==> src/rtl/load_align_unit_pkg.sv <==
// load_align_unit_pkg: load funct3 codes, size decode and FSM states shared by the load align unit.
package load_align_unit_pkg;
   localparam logic [2:0] LB = 3'b000, LH = 3'b001, LW = 3'b010, LD = 3'b011;
   localparam logic [2:0] LBU = 3'b100, LHU = 3'b101, LWU = 3'b110;
   typedef enum logic [1:0] {IDLE, FIRST, SECOND} state_t;
   function automatic logic [3:0] load_size(input logic [2:0] funct3);
      return 4'd1 << funct3[1:0];
   endfunction
   function automatic logic load_legal(input logic [2:0] funct3, input int dwidth);
      return funct3 inside {LB, LH, LW, LBU, LHU} || (dwidth == 64 && funct3 inside {LD, LWU});
   endfunction
endpackage

==> src/rtl/load_align_unit_if.sv <==
// load_align_unit_if: request, memory and response signals of the load align unit.
interface load_align_unit_if #(parameter int DWIDTH = 32, parameter int AWIDTH = 32);
   localparam int WAW = AWIDTH - $clog2(DWIDTH / 8);
   logic              req_valid;
   logic              req_ready;
   logic [AWIDTH-1:0] req_addr;
   logic [2:0]        req_funct3;
   logic              mem_re;
   logic [WAW-1:0]    mem_addr;
   logic [DWIDTH-1:0] mem_rdata;
   logic              resp_valid;
   logic [DWIDTH-1:0] resp_data;
   logic              resp_fault;
   modport master(output req_valid, req_addr, req_funct3, mem_rdata,
                  input req_ready, mem_re, mem_addr, resp_valid, resp_data, resp_fault);
   modport slave(input req_valid, req_addr, req_funct3, mem_rdata,
                 output req_ready, mem_re, mem_addr, resp_valid, resp_data, resp_fault);
endinterface

==> src/rtl/load_byte_extract.sv <==
// load_byte_extract: selects the little-endian byte lanes of a load and sign/zero extends them.
module load_byte_extract
   import load_align_unit_pkg::*;
#(
   parameter int DWIDTH = 32,
   parameter int OW     = $clog2(DWIDTH / 8)
) (
   input  logic [DWIDTH-1:0] word,
   input  logic [OW-1:0]     off,
   input  logic [2:0]        funct3,
   output logic [DWIDTH-1:0] data
);
   localparam int NB = DWIDTH / 8;
   logic [DWIDTH-1:0] sh;
   int                nb;
   logic              sgn;
   always_comb begin
      sh  = word >> {off, 3'b000};
      nb  = int'(load_size(funct3));
      nb  = nb > NB ? NB : nb;
      sgn = !funct3[2] && sh[nb*8-1];
      data = '0;
      for (int i = 0; i < NB; i++) data[i*8 +: 8] = i < nb ? sh[i*8 +: 8] : {8{sgn}};
   end
endmodule

==> src/rtl/load_align_unit.sv <==
// load_align_unit: issues one or two word reads per load, merges lanes across the word
// boundary and returns a registered, extended response with a fault flag.
module load_align_unit
   import load_align_unit_pkg::*;
#(
   parameter int DWIDTH      = 32,
   parameter int AWIDTH      = 32,
   parameter bit MISALIGN_EN = 1'b1
) (
   input logic clk,
   input logic rst,
   load_align_unit_if.slave bus
);
   localparam int NB  = DWIDTH / 8;
   localparam int OW  = $clog2(NB);
   localparam int WAW = AWIDTH - OW;
   state_t            state, state_d;
   logic [OW-1:0]     off_q, off_in, ext_off;
   logic [2:0]        f3_q;
   logic [WAW-1:0]    wa_q;
   logic              cross_q, cross_in, fault_in, accept, done;
   logic [DWIDTH-1:0] hi_q, merged, ext_word, ext;
   always_comb begin
      off_in   = bus.req_addr[OW-1:0];
      accept   = bus.req_valid && state == IDLE;
      cross_in = int'(off_in) + int'(load_size(bus.req_funct3)) > NB;
      fault_in = !load_legal(bus.req_funct3, DWIDTH) || (cross_in && !MISALIGN_EN);
      done     = (state == FIRST && !cross_q) || state == SECOND;
      // hi_q already holds word W shifted down, so W+1 lands right above its bytes
      merged   = hi_q | (bus.mem_rdata << (DWIDTH - 8 * int'(off_q)));
      ext_word = state == SECOND ? merged : bus.mem_rdata;
      ext_off  = state == SECOND ? {OW{1'b0}} : off_q;
      bus.req_ready = state == IDLE;
      bus.mem_re    = (accept && !fault_in) || (state == FIRST && cross_q);
      bus.mem_addr  = !bus.mem_re ? '0 : state == FIRST ? wa_q + 1'b1 : bus.req_addr[AWIDTH-1:OW];
      state_d = state == IDLE ? (accept && !fault_in ? FIRST : IDLE) :
                state == FIRST && cross_q ? SECOND : IDLE;
   end
   load_byte_extract #(.DWIDTH(DWIDTH)) u_extract (
      .word(ext_word),
      .off(ext_off),
      .funct3(f3_q),
      .data(ext)
   );
   always_ff @(posedge clk) begin
      if (rst) state <= IDLE;
      else state <= state_d;
   end
   always_ff @(posedge clk) begin
      if (rst) begin
         off_q          <= '0;
         f3_q           <= '0;
         wa_q           <= '0;
         cross_q        <= 1'b0;
         hi_q           <= '0;
         bus.resp_valid <= 1'b0;
         bus.resp_fault <= 1'b0;
         bus.resp_data  <= '0;
      end else begin
         bus.resp_valid <= (accept && fault_in) || done;
         if (accept) begin
            off_q   <= off_in;
            f3_q    <= bus.req_funct3;
            wa_q    <= bus.req_addr[AWIDTH-1:OW];
            cross_q <= cross_in;
         end
         if (accept && fault_in) begin
            bus.resp_fault <= 1'b1;
            bus.resp_data  <= '0;
         end
         if (done) begin
            bus.resp_fault <= 1'b0;
            bus.resp_data  <= ext;
         end
         if (state == FIRST && cross_q) hi_q <= bus.mem_rdata >> {off_q, 3'b000};
      end
   end
endmodule

==> src/flat_wrapper.sv <==
// flat-port wrapper written by rule: the top's interface ports become plain ports
module load_align_unit_flat import load_align_unit_pkg::*;
#(
   parameter int DWIDTH      = 32,
   parameter int AWIDTH      = 32,
   parameter bit MISALIGN_EN = 1'b1
)
  (clk, rst, bus_req_valid, bus_req_addr, bus_req_funct3, bus_mem_rdata, bus_req_ready, bus_mem_re, bus_mem_addr, bus_resp_valid, bus_resp_data, bus_resp_fault);
  load_align_unit_if #(.DWIDTH(DWIDTH), .AWIDTH(AWIDTH)) bus_i ();
  input logic clk;
  input logic rst;
  input wire logic [$bits(bus_i.req_valid)-1:0] bus_req_valid;
  input wire logic [$bits(bus_i.req_addr)-1:0] bus_req_addr;
  input wire logic [$bits(bus_i.req_funct3)-1:0] bus_req_funct3;
  input wire logic [$bits(bus_i.mem_rdata)-1:0] bus_mem_rdata;
  output wire logic [$bits(bus_i.req_ready)-1:0] bus_req_ready;
  output wire logic [$bits(bus_i.mem_re)-1:0] bus_mem_re;
  output wire logic [$bits(bus_i.mem_addr)-1:0] bus_mem_addr;
  output wire logic [$bits(bus_i.resp_valid)-1:0] bus_resp_valid;
  output wire logic [$bits(bus_i.resp_data)-1:0] bus_resp_data;
  output wire logic [$bits(bus_i.resp_fault)-1:0] bus_resp_fault;
  assign bus_i.req_valid = bus_req_valid;
  assign bus_i.req_addr = bus_req_addr;
  assign bus_i.req_funct3 = bus_req_funct3;
  assign bus_i.mem_rdata = bus_mem_rdata;
  assign bus_req_ready = bus_i.req_ready;
  assign bus_mem_re = bus_i.mem_re;
  assign bus_mem_addr = bus_i.mem_addr;
  assign bus_resp_valid = bus_i.resp_valid;
  assign bus_resp_data = bus_i.resp_data;
  assign bus_resp_fault = bus_i.resp_fault;
  load_align_unit #(.DWIDTH(DWIDTH), .AWIDTH(AWIDTH), .MISALIGN_EN(MISALIGN_EN)) u_core (.clk(clk), .rst(rst), .bus(bus_i));
endmodule
==> config.mk <==
export PLATFORM = sky130hd
export DESIGN_NAME = load_align_unit_flat
export DESIGN_NICKNAME = d
export VERILOG_FILES = /design/src/rtl/load_align_unit_pkg.sv /design/src/rtl/load_align_unit_if.sv /design/src/rtl/load_byte_extract.sv /design/src/rtl/load_align_unit.sv /design/src/flat_wrapper.sv
export SDC_FILE = /design/constraint.sdc
export NUM_CORES = 1
export LEC_CHECK = 0
export ABC_AREA = 1
export CAP_MARGIN = 40
export CORE_UTILIZATION = 50
export CTS_CLUSTER_SIZE = 14
export DETAILED_ROUTE_END_ITERATION = 8
export PLACE_DENSITY = 0.76
export SYNTH_ARGS = -nofsm -noshare
export SYNTH_HDL_FRONTEND = slang
export SYNTH_SLANG_ARGS = --single-unit
==> constraint.sdc <==
create_clock -name clk -period 8 [get_ports clk]
set_input_delay 1.6 -clock clk [delete_from_list [all_inputs] [get_ports clk]]
set_output_delay 1.6 -clock clk [all_outputs]
set_load 0.1 [all_outputs]
==> results.sh, run 1 <==
export IMPL_synth_edff_count=0
export IMPL_antenna_found_initial=0
export IMPL_cts_buffer_depth=2
export IMPL_io_pins=136
export IMPL_cts_setup_buffers=0
export IMPL_crit_path_end_kind="output pin"
export IMPL_drv_cap=0
export IMPL_cts_root_buf="clkbuf_16"
export IMPL_cts_resized=0
export IMPL_dieArea_um2=14200
export IMPL_ys_flop_type="dfxtp_1"
export IMPL_p_leak_nw=4.01
export IMPL_powerDensity_nw_per_um2=174
export IMPL_drive_gt1_share_pct=10.0
export IMPL_grt_overflow_total=0
export IMPL_initial_core_util_pct=51.5
export IMPL_hold_viol=0
export IMPL_rsz0062_at_grt="no"
export IMPL_placedCellCount=1437
export IMPL_syn_inst=1127
export IMPL_core_area_um2=13300
export IMPL_die_width_um=119
export IMPL_critPathLaunchType="input port"
export IMPL_maxSlewHeadroom_pct=40.8
export IMPL_fillers=1122
export IMPL_seq_area_frac_synth_pct=30.3
export IMPL_crit_slowest_cell="clkdlybuf4s50_1"
export IMPL_synth_warnings=0
export IMPL_rows=42
export IMPL_cts_tree="yes"
export IMPL_max_freq_mhz=183
export IMPL_htreeDepth=3
export IMPL_fin_crit_ps=5470
export IMPL_ir_drop_mv=0.120
export IMPL_critPathKind="input port to output pin"
export IMPL_fin_skew_ps=9.99
export IMPL_num_vias=8254
export IMPL_nNetsFinal=1350
export IMPL_crit_path_cell_trace="clkdlybuf4s50_1 > o21ai_0 > inv_1 > nor2_1 > nor2_1 > inv_2 > o21ai_1 > a21oi_1 > clkdlybuf4s50_1 > buf_8"
export IMPL_syn_area_um2=6880
export IMPL_drt_total_wl_um=22900
export IMPL_die_y_um=119
export IMPL_path_buf_inv=5
export IMPL_slew_viol_final=0
export IMPL_finalCritPeriodShare_pct=68.3
export IMPL_area_growth_pct=37.2
export IMPL_synth_nets=1205
export IMPL_drcViolationCount=0
export IMPL_grt_pass1_wl_um=36900
export IMPL_cp_arrival_ps=3870
export IMPL_diodes=0
export IMPL_status="completed"
export IMPL_critPathTopFamily="buffers and inverters"
export IMPL_grtUsageTotal_pct=32.7
export IMPL_clkLatencyLatePin_ps=370
export IMPL_final_cells=1453
export IMPL_vias_per_cell=5.68
export IMPL_drtPass1Iterations=5
export IMPL_clk_pin_slew_worst_paths_ps=60
export IMPL_hpwl_um=15700
export IMPL_worst_pin_slew_ps=887
export IMPL_dr_first_iter_drc_count=943
export IMPL_avgSynthCellArea_um2=6.10
export IMPL_ctsHoldBuffers=0
export IMPL_slowest_delay_ps=530
export IMPL_cts_buffers=9
export IMPL_worst_ep_required_time_ps=6400
export IMPL_cts_sinks=104
export IMPL_hold_slack_ps=461
export IMPL_hold_class="register to register"
export IMPL_crit_path_max_fanout=14
export IMPL_async_reset_ff_share_pct=0
export IMPL_port_buffers=135
export IMPL_gp_congestion=0.903
export IMPL_antenna_left=0
export IMPL_fin_setup_tns_ps=0
export IMPL_setup_viol=0
export IMPL_wl_per_cell_um=15.8
export IMPL_grt_max_degree=58
export IMPL_ys_seq_elements=104
export IMPL_synth_cell_types=39
export IMPL_grt_pass1_vias=7659
-- Yosys cell counts (3+ instances only) --
cell type  count  share of area, %
nand4_1       15               1.4
o21ai_1       20               1.5
nor2_1       121               6.6
buf_2         16               1.2
o2111ai_1      7              0.89
o21ai_0       99               7.2
nand2_2        3              0.27
inv_1         93               5.1
a21oi_1      135               9.8
xnor2_1        7              0.89
xor2_1        14               1.8
nand3_1       66               4.8
o211ai_1       4              0.44
inv_2         10              0.55
o221ai_1      10               1.3
dfxtp_1      104                30
clkbuf_1      52               2.8
a32oi_1        7              0.89
nand2_4        4              0.66
nand2_1      288                16
ha_1           7               1.3
nor2_2         8              0.73
a31oi_1       15               1.4
-- report_power, final --
part	internal, W	switching [W]	total, W
Clock	0.000261	0.000204	0.000465
Sequential	0.000546	0.0000249	0.000571
Combinational	0.000203	0.000400	0.000602
-- cells in the final DEF, fill, tap and decap left out, types with 3 or more instances in the layout --
master and instances:
inv_1 92, dfxtp_1 104, inv_2 11, buf_8 59
buf_4 16, o221ai_1 10, clkbuf_16 9, clkdlybuf4s50_1 128
nand4_1 15, o21ai_1 20, o211ai_1 4, nor2_2 8
ha_1 7, nand3_1 66, nand2_4 4, a32oi_1 7
o21ai_0 99, a21oi_1 135, xor2_1 14, nand2_2 3
nor2_1 121, o2111ai_1 7, a31oi_1 15, nand2_1 288
xnor2_1 7
-- worst paths after layout --
| check | from | to | slack (ps) | cells after the start |
|---|---|---|---|---|
| max | bus_req_funct3[0] | bus_mem_addr[9] | 2530 | 10 |
| min | u_core.f3_q[2]$_SDFFE_PP0P_ | u_core.f3_q[2]$_SDFFE_PP0P_ | 460 | 2 |
| max reg2reg | u_core.off_q[0]$_SDFFE_PP0P_ | u_core.bus.resp_data[0]$_SDFFE_PP0P_ | 3880 | 15 |
| min reg2reg | u_core.f3_q[2]$_SDFFE_PP0P_ | u_core.f3_q[2]$_SDFFE_PP0P_ | 460 | 2 |
-- sequential cells by signal (all words and copies together), names as in the netlist --
register,flops
u_core.bus.resp_fault,1
u_core.hi_q,32
u_core.off_q,2
u_core.wa_q,30
u_core.bus.resp_valid,1
u_core.f3_q,3
u_core.bus.resp_data,32
u_core.state,2
u_core.cross_q,1
-- layer usage --
metal / track usage, % / share of wire [%] / routed length [um] / vias up
met4: 15.5 / 3.8 / 862 / 0
met2: 56.5 / 48 / 11000 / 444
li1: - / - / - / 4017
met1: 38.2 / 40 / 9150 / 3708
met3: 6.94 / 8.5 / 1950 / 85
met5: 0 / 0 / 0 / -
-- logic make-up (layout without fill, tap and decap cells) --
group,after synthesis,count (layout),share of synthesized area [%]
buf+inv,176,326,9.95
compound gates,302,302,24.0
simple gates,516,516,31.5
fa+ha+maj,8,8,1.57
xor+xnor,21,21,2.68
flops,104,104,30.3
-- area by class of cell --
| class | count | area [um^2] | area share (%) |
|---|---|---|---|
| multi-input combinational | 847 | 4110 | 43.6 |
| timing repair buffer | 205 | 2320 | 24.6 |
| sequential | 104 | 2080 | 22.1 |
| inverter | 105 | 394 | 4.18 |
| clock buffer | 12 | 256 | 2.72 |
| tap | 176 | 220 | 2.33 |
| clock inverter | 4 | 52.6 | 0.557 |
-- stage by stage --
step	setup slack, ps	cell area [um^2]	utilization (%)	power (W)
after floorplan	1850	6880	-	0.000963
after global placement	2240	8210	61.5	0.00111
after detailed placement	2570	9130	68.4	0.00118
after CTS	2560	9430	70.7	0.00164
after global routing	2400	9430	70.7	0.00171
final	2530	9430	70.7	0.00164
-- worst register-to-register path, delay by kind of cell (launching register included) --
kind	cells	cell delay, ps
buffers and inverters	3	1510
and+or+nand+nor	9	1080
adders and majority gates	1	770
AOI/OAI and AO/OA	2	370
DFF	1	310
No activity file was read; power rests on OpenSTA's default activity.
==> inputs of run 2 (changes only) <==
--- a/config.mk
+++ b/config.mk
@@ -7,7 +7,7 @@
 export LEC_CHECK = 0
 export ABC_AREA = 1
 export CAP_MARGIN = 40
-export CORE_UTILIZATION = 50
+export CORE_UTILIZATION = 48
 export CTS_CLUSTER_SIZE = 14
 export DETAILED_ROUTE_END_ITERATION = 8
 export PLACE_DENSITY = 0.76
==> constraint.sdc (replaced) <==
create_clock -name clk -period 4.6 [get_ports clk]
set_input_delay 0.92 -clock clk [delete_from_list [all_inputs] [get_ports clk]]
set_output_delay 0.92 -clock clk [all_outputs]
set_load 0.1 [all_outputs]
==> run 2 against run 1 <==
Net effect: sequential power up 74%; final area down 0.20%; flip-flop and latch count stayed put; register-to-register slack worse by 2700 ps; core utilization fell by 3.1 points; first-iteration DRC count is 6.7% higher; die area up 4.1%; combinational power up 76%; setup slack got worse by 1900 ps; clock power up 61%; non-clock buffer count is 22 lower; global-route usage is 0.87 points lower; critical path type unchanged; largest cell class unchanged.
==> results.sh, run 2 (synthesis gave the netlist of run 1 again) <==
export IMPL_status="completed"
export IMPL_fin_setup_tns_ps=0
export IMPL_ctsHoldBuffers=0
export IMPL_fin_crit_ps=3940
export IMPL_combPwrFrac_pct=37.8
export IMPL_grtUsageTotal_pct=31.8
export IMPL_num_vias=8166
export IMPL_ff_latch_area_um2=2080
export IMPL_hold_viol=0
export IMPL_mostFrequentLayoutCells="nand2_1, a21oi_1, nor2_1"
export IMPL_switchingPower_w=0.00111
export IMPL_rows=43
export IMPL_rsz0062_at_grt="no"
export IMPL_drtPass1Iterations=6
export IMPL_initial_core_util_pct=49.3
export IMPL_startpoint="bus_req_funct3[0]"
export IMPL_clkLatencyLatePin_ps=360
export IMPL_gp_congestion=0.884
export IMPL_rr_startpoint="u_core.off_q[1]$_SDFFE_PP0P_"
export IMPL_critPathLaunchType="input port"
export IMPL_cts_buffers=9
export IMPL_area_growth_pct=36.9
export IMPL_p_leak_nw=3.96
export IMPL_final_core_util_pct=67.6
export IMPL_die_y_um=122
export IMPL_dr_first_iter_drc_count=1006
export IMPL_cp_endpoint="bus_mem_addr[4]"
export IMPL_crit_path_end_kind="output pin"
export IMPL_r2r_end="u_core.bus.resp_data[5]$_SDFFE_PP0P_"
export IMPL_largest_registers="u_core.bus.resp_data (32), u_core.hi_q (32), u_core.wa_q (30)"
export IMPL_finalCritPeriodShare_pct=85.8
export IMPL_reg2reg_depth=14
export IMPL_dieArea_um2=14800
export IMPL_setup_viol=0
export IMPL_cts_tree="yes"
export IMPL_critPathKind="input port to output pin"
export IMPL_worst_pin_slew_ps=801
export IMPL_wl_per_cell_um=15.9
export IMPL_cp_arrival_ps=3020
export IMPL_finalPower_w=0.00280
export IMPL_p_sw_share_pct=39.8
export IMPL_power_frac_seq_pct=35.5
export IMPL_internal_power_w=0.00168
export IMPL_fillers=1229
export IMPL_maxSlewHeadroom_pct=46.6
export IMPL_grt_overflow_total=0
export IMPL_htreeDepth=3
export IMPL_final_cells=1435
export IMPL_fin_area_um2=9420
export IMPL_pwr_share_clk_pct=26.7
export IMPL_antenna_left=0
export IMPL_cts_sinks=104
export IMPL_io_pins=136
export IMPL_clk_pin_slew_worst_paths_ps=70
export IMPL_placedCellCount=1419
export IMPL_placed_area_um2=9130
export IMPL_regToRegSetupSlack_ps=1140
export IMPL_cts_setup_buffers=0
export IMPL_crit_path_max_fanout=18
export IMPL_die_width_um=122
export IMPL_grt_pass1_wl_um=36900
export IMPL_max_freq_mhz=253
export IMPL_fin_skew_ps=12.8
export IMPL_antenna_found_initial=0
export IMPL_grt_max_degree=57
export IMPL_drcViolationCount=0
export IMPL_slew_viol_final=0
export IMPL_powerDensity_nw_per_um2=297
export IMPL_cts_resized=0
export IMPL_diodes=0
export IMPL_multi_input_area_um2=4130
export IMPL_drt_total_wl_um=22800
export IMPL_drive_gt1_share_pct=10.7
export IMPL_cts_root_buf="clkbuf_16"
export IMPL_nNetsFinal=1328
export IMPL_drv_cap=0
export IMPL_layout_commonest_cell="nand2_1"
export IMPL_vias_per_cell=5.69
export IMPL_port_buffers=135
export IMPL_grt_pass1_vias=7594
export IMPL_cts_buffer_depth=2
export IMPL_ir_drop_mv=0.189
export IMPL_worst_ep_required_time_ps=3680
export IMPL_hpwl_um=16200
export IMPL_core_area_um2=13900
export IMPL_hold_class="register to register"
==> run 2: cell types whose count changed in the layout (fill, tap and decap cells not counted), sizes merged <==
cell / change
bufinv: -1
clkinvlp: +2
clkbuf: -2
inv: +2
clkdlybuf4s50: -25
clkinv: -1
buf: +3
==> run 2: cell type report <==
cell class	count	area share, %
clock inverters	6	0.558
flip-flops and latches	104	22.1
inverters	105	4.19
multi-input cells	847	43.8
well taps	180	2.39
repair buffers	183	24.5
clock buffers	10	2.43
==> run 2: worst min-delay path by stage <==
stage / start / cells past startpoint / slack (ps) / to
finish: u_core.hi_q[29]$_SDFFE_PP0P_ / 2 / 470 / u_core.hi_q[29]$_SDFFE_PP0P_
global route: u_core.hi_q[27]$_SDFFE_PP0P_ / 2 / 480 / u_core.hi_q[27]$_SDFFE_PP0P_
CTS: u_core.bus.resp_data[11]$_SDFFE_PP0P_ / 2 / 470 / u_core.bus.resp_data[11]$_SDFFE_PP0P_
detailed placement: u_core.bus.resp_data[11]$_SDFFE_PP0P_ / 2 / 460 / u_core.bus.resp_data[11]$_SDFFE_PP0P_
global placement: u_core.f3_q[2]$_SDFFE_PP0P_ / 2 / 440 / u_core.f3_q[2]$_SDFFE_PP0P_
floorplan: u_core.f3_q[2]$_SDFFE_PP0P_ / 2 / 430 / u_core.f3_q[2]$_SDFFE_PP0P_
==> run 2: through the flow <==
stage          setup slack [ps]  hold WS (ps)
6_report                    655           467
5_1_grt                     470           484
4_1_cts                     643           467
3_5_place_dp                645           455
3_3_place_gp                756           442
2_1_floorplan               226           430
==> run 2: power by group through the flow <==
| stage | registers (W) | clock network [W] | logic [W] |
|---|---|---|---|
| 6_report | 0.000993 | 0.000747 | 0.00106 |
| 3_3_place_gp | 0.00101 | 0 | 0.000972 |
| 3_5_place_dp | 0.00101 | 0 | 0.00105 |
| 4_1_cts | 0.000992 | 0.000759 | 0.00105 |
| 2_1_floorplan | 0.00113 | 0 | 0.000549 |
| 5_1_grt | 0.000999 | 0.000802 | 0.00113 |
==> run 2: critical path, stage by stage <==
cell             delay (ps)
clkdlybuf4s50_1         470
o21ai_0                 290
inv_1                   100
nor2_1                   90
nor2_1                   40
buf_4                   230
inv_2                   260
o21ai_0                 150
a21oi_1                 240
buf_12                  210
==> run 2: layer usage <==
layer | vias to the layer above | share of wire [%] | GRT usage (%)
met2 | 428 | 47 | 53.2
met4 | 0 | 4.2 | 15.2
met1 | 3685 | 41 | 38.5
met3 | 76 | 8.0 | 7.02
li1 | 3977 | - | -
met5 | - | 0 | 0
==> inputs of run 3 (changes only) <==
--- a/config.mk
+++ b/config.mk
@@ -10,6 +10,7 @@
 export CORE_UTILIZATION = 48
 export CTS_CLUSTER_SIZE = 14
 export DETAILED_ROUTE_END_ITERATION = 8
+export GPL_ROUTABILITY_DRIVEN = 0
 export PLACE_DENSITY = 0.76
 export SYNTH_ARGS = -nofsm -noshare
 export SYNTH_HDL_FRONTEND = slang
==> run 3 against run 2 <==
Net effect: core utilization is essentially flat; routed wire length shrank 0.88%; count of clock-buffer cells in the layout shrank 1; cell count shrank 0.14%.
==> results.sh, run 3 (synthesis gave the netlist of run 1 again) <==
export IMPL_status="completed"
export IMPL_fillers=1239
export IMPL_cts_root_buf="clkbuf_16"
export IMPL_core_area_um2=13900
export IMPL_area_growth_pct=37.0
export IMPL_slowest_delay_ps=560
export IMPL_cts_setup_buffers=0
export IMPL_crit_path_cell_trace="inv_1 > nor2_4 > nand2_2 > inv_2 > nor2_1 > buf_4 > inv_2 > o21ai_0 > a21oi_1 > buf_12"
export IMPL_drt_total_wl_um=22600
export IMPL_worst_pin_slew_ps=864
export IMPL_finalCritPeriodShare_pct=87.1
export IMPL_slew_viol_final=0
export IMPL_cp_num_cells=10
export IMPL_wl_met3_um=1790
export IMPL_ctsHoldBuffers=0
export IMPL_worstHoldStart="u_core.f3_q[2]$_SDFFE_PP0P_"
export IMPL_min_path_cells=2
export IMPL_initial_core_util_pct=49.3
export IMPL_powerDensity_nw_per_um2=301
export IMPL_placed_area_um2=9130
export IMPL_critPathKind="register to output pin"
export IMPL_p_leak_nw=3.96
export IMPL_diodes=0
export IMPL_fin_skew_ps=10.9
export IMPL_rr_startpoint="u_core.off_q[1]$_SDFFE_PP0P_"
export IMPL_max_freq_mhz=250
export IMPL_fin_area_um2=9420
export IMPL_nNetsFinal=1327
export IMPL_drive_gt1_share_pct=10.6
export IMPL_highest_layer="met4"
export IMPL_io_pins=136
export IMPL_holdPathEnd="u_core.f3_q[2]$_SDFFE_PP0P_"
export IMPL_cts_tree="yes"
export IMPL_grt_pass1_wl_um=36500
export IMPL_drtPass1Iterations=7
export IMPL_setup_viol=0
export IMPL_wl_met2_um=10400
export IMPL_reg2reg_depth=14
export IMPL_crit_slowest_cell="inv_2"
export IMPL_cts_buffer_depth=2
export IMPL_layout_commonest_cell="nand2_1"
export IMPL_ir_drop_mv=0.192
export IMPL_antenna_left=0
export IMPL_rows=43
export IMPL_r2r_end="u_core.bus.resp_data[0]$_SDFFE_PP0P_"
export IMPL_fin_setup_tns_ps=0
export IMPL_fin_crit_ps=4010
export IMPL_dr_first_iter_drc_count=897
export IMPL_cp_arrival_ps=3090
export IMPL_grtUsageTotal_pct=31.2
export IMPL_path_buf_inv=5
export IMPL_mostFrequentLayoutCells="nand2_1, a21oi_1, nor2_1"
export IMPL_vias_per_cell=5.66
export IMPL_clkLatencyLatePin_ps=360
export IMPL_num_vias=8110
export IMPL_grt_pass1_vias=7492
export IMPL_maxSlewHeadroom_pct=42.2
export IMPL_die_width_um=122
export IMPL_wl_per_cell_um=15.8
export IMPL_drv_cap=0
export IMPL_cts_buffers=9
export IMPL_drt_met1_wl_um=9580
export IMPL_grt_max_degree=57
export IMPL_critical_path_most_common_cell="inv_2"
export IMPL_critPathTopFamily="buffers and inverters"
export IMPL_rsz0062_at_grt="no"
export IMPL_critPathLaunchType="register"
export IMPL_cts_resized=0
export IMPL_hold_class="register to register"
export IMPL_hpwl_um=15700
export IMPL_port_buffers=135
export IMPL_regToRegSetupSlack_ps=1210
export IMPL_drcViolationCount=0
export IMPL_largest_registers="u_core.bus.resp_data (32), u_core.hi_q (32), u_core.wa_q (30)"
export IMPL_htreeDepth=3
export IMPL_clk_pin_slew_worst_paths_ps=70
export IMPL_worst_ep_required_time_ps=3680
export IMPL_crit_path_max_fanout=26
export IMPL_hold_viol=0
export IMPL_cts_sinks=104
export IMPL_die_y_um=122
export IMPL_crit_path_end_kind="output pin"
export IMPL_grt_overflow_total=0
export IMPL_antenna_found_initial=0
export IMPL_dieArea_um2=14800
run 3: cell count changes in the layout (fill, tap and decap cells not counted):
cell,delta
buf_4,-1
bufinv_16,+1
clkbuf_1,-1
clkinvlp_4,+1
inv_6,-1
inv_8,-1
run 3: how the worst max path moves through the flow:
stage | startpoint | endpoint | slack, ps
4_1_cts | u_core.state[0]$_SDFF_PP0_ | bus_mem_addr[5] | 620
2_1_floorplan | u_core.state[1]$_SDFF_PP0_ | bus_mem_addr[0] | 230
5_1_grt | u_core.state[0]$_SDFF_PP0_ | bus_mem_addr[6] | 420
3_3_place_gp | bus_req_funct3[0] | bus_mem_addr[6] | 770
6_report | u_core.state[0]$_SDFF_PP0_ | bus_mem_addr[5] | 590
3_5_place_dp | bus_req_funct3[0] | bus_mem_addr[4] | 710
run 3: per-layer routing:
metal / GRT usage (%) / vias to the layer above
li1: - / 3960
met1: 39.4 / 3690
met2: 51.3 / 395
met3: 6.37 / 65
met4: 13.4 / 0
met5: 0 / -
run 3: stage by stage:
stage | setup slack (ps) | util, % | power, W | std cells | hold WS (ps)
after detailed placement | 714 | 65.5 | 0.00206 | 1418 | 456
after global routing | 424 | 67.6 | 0.00296 | 1433 | 480
final | 592 | 67.6 | 0.00283 | 1433 | 461
after floorplan | 226 | - | 0.00168 | 1127 | 430
after CTS | 623 | 67.6 | 0.00284 | 1433 | 465
after global placement | 768 | 61.5 | 0.00198 | 1383 | 441
run 3: layout make-up:
cell class | instances | area [um^2] | area share (%)
clock buffer | 9 | 225 | 2.39
inverter | 105 | 394 | 4.18
multi-input combinational | 847 | 4130 | 43.8
tap | 180 | 225 | 2.39
clock inverter | 6 | 70.1 | 0.744
sequential | 104 | 2080 | 22.1
timing repair buffer | 182 | 2300 | 24.4
run 3: power breakdown:
| part | switching (W) | internal, W |
|---|---|---|
| Clock | 0.000365 | 0.000422 |
| Sequential | 0.0000437 | 0.000949 |
| Combinational | 0.000697 | 0.000357 |
| Total | 0.00111 | 0.00173 |
run 3: worst reg2reg max path: stages (launching register included):
cell      delay (ps)
dfxtp_1          340
clkinv_1         330
ha_1             770
inv_1            510
nand3_1          230
nand3_1          140
a21oi_2          210
nand3_1          120
nand3_1          110
nand2_1           60
nand2_2           70
nand2_4           90
nand2_2          150
nand2_1           70
a21oi_1          140
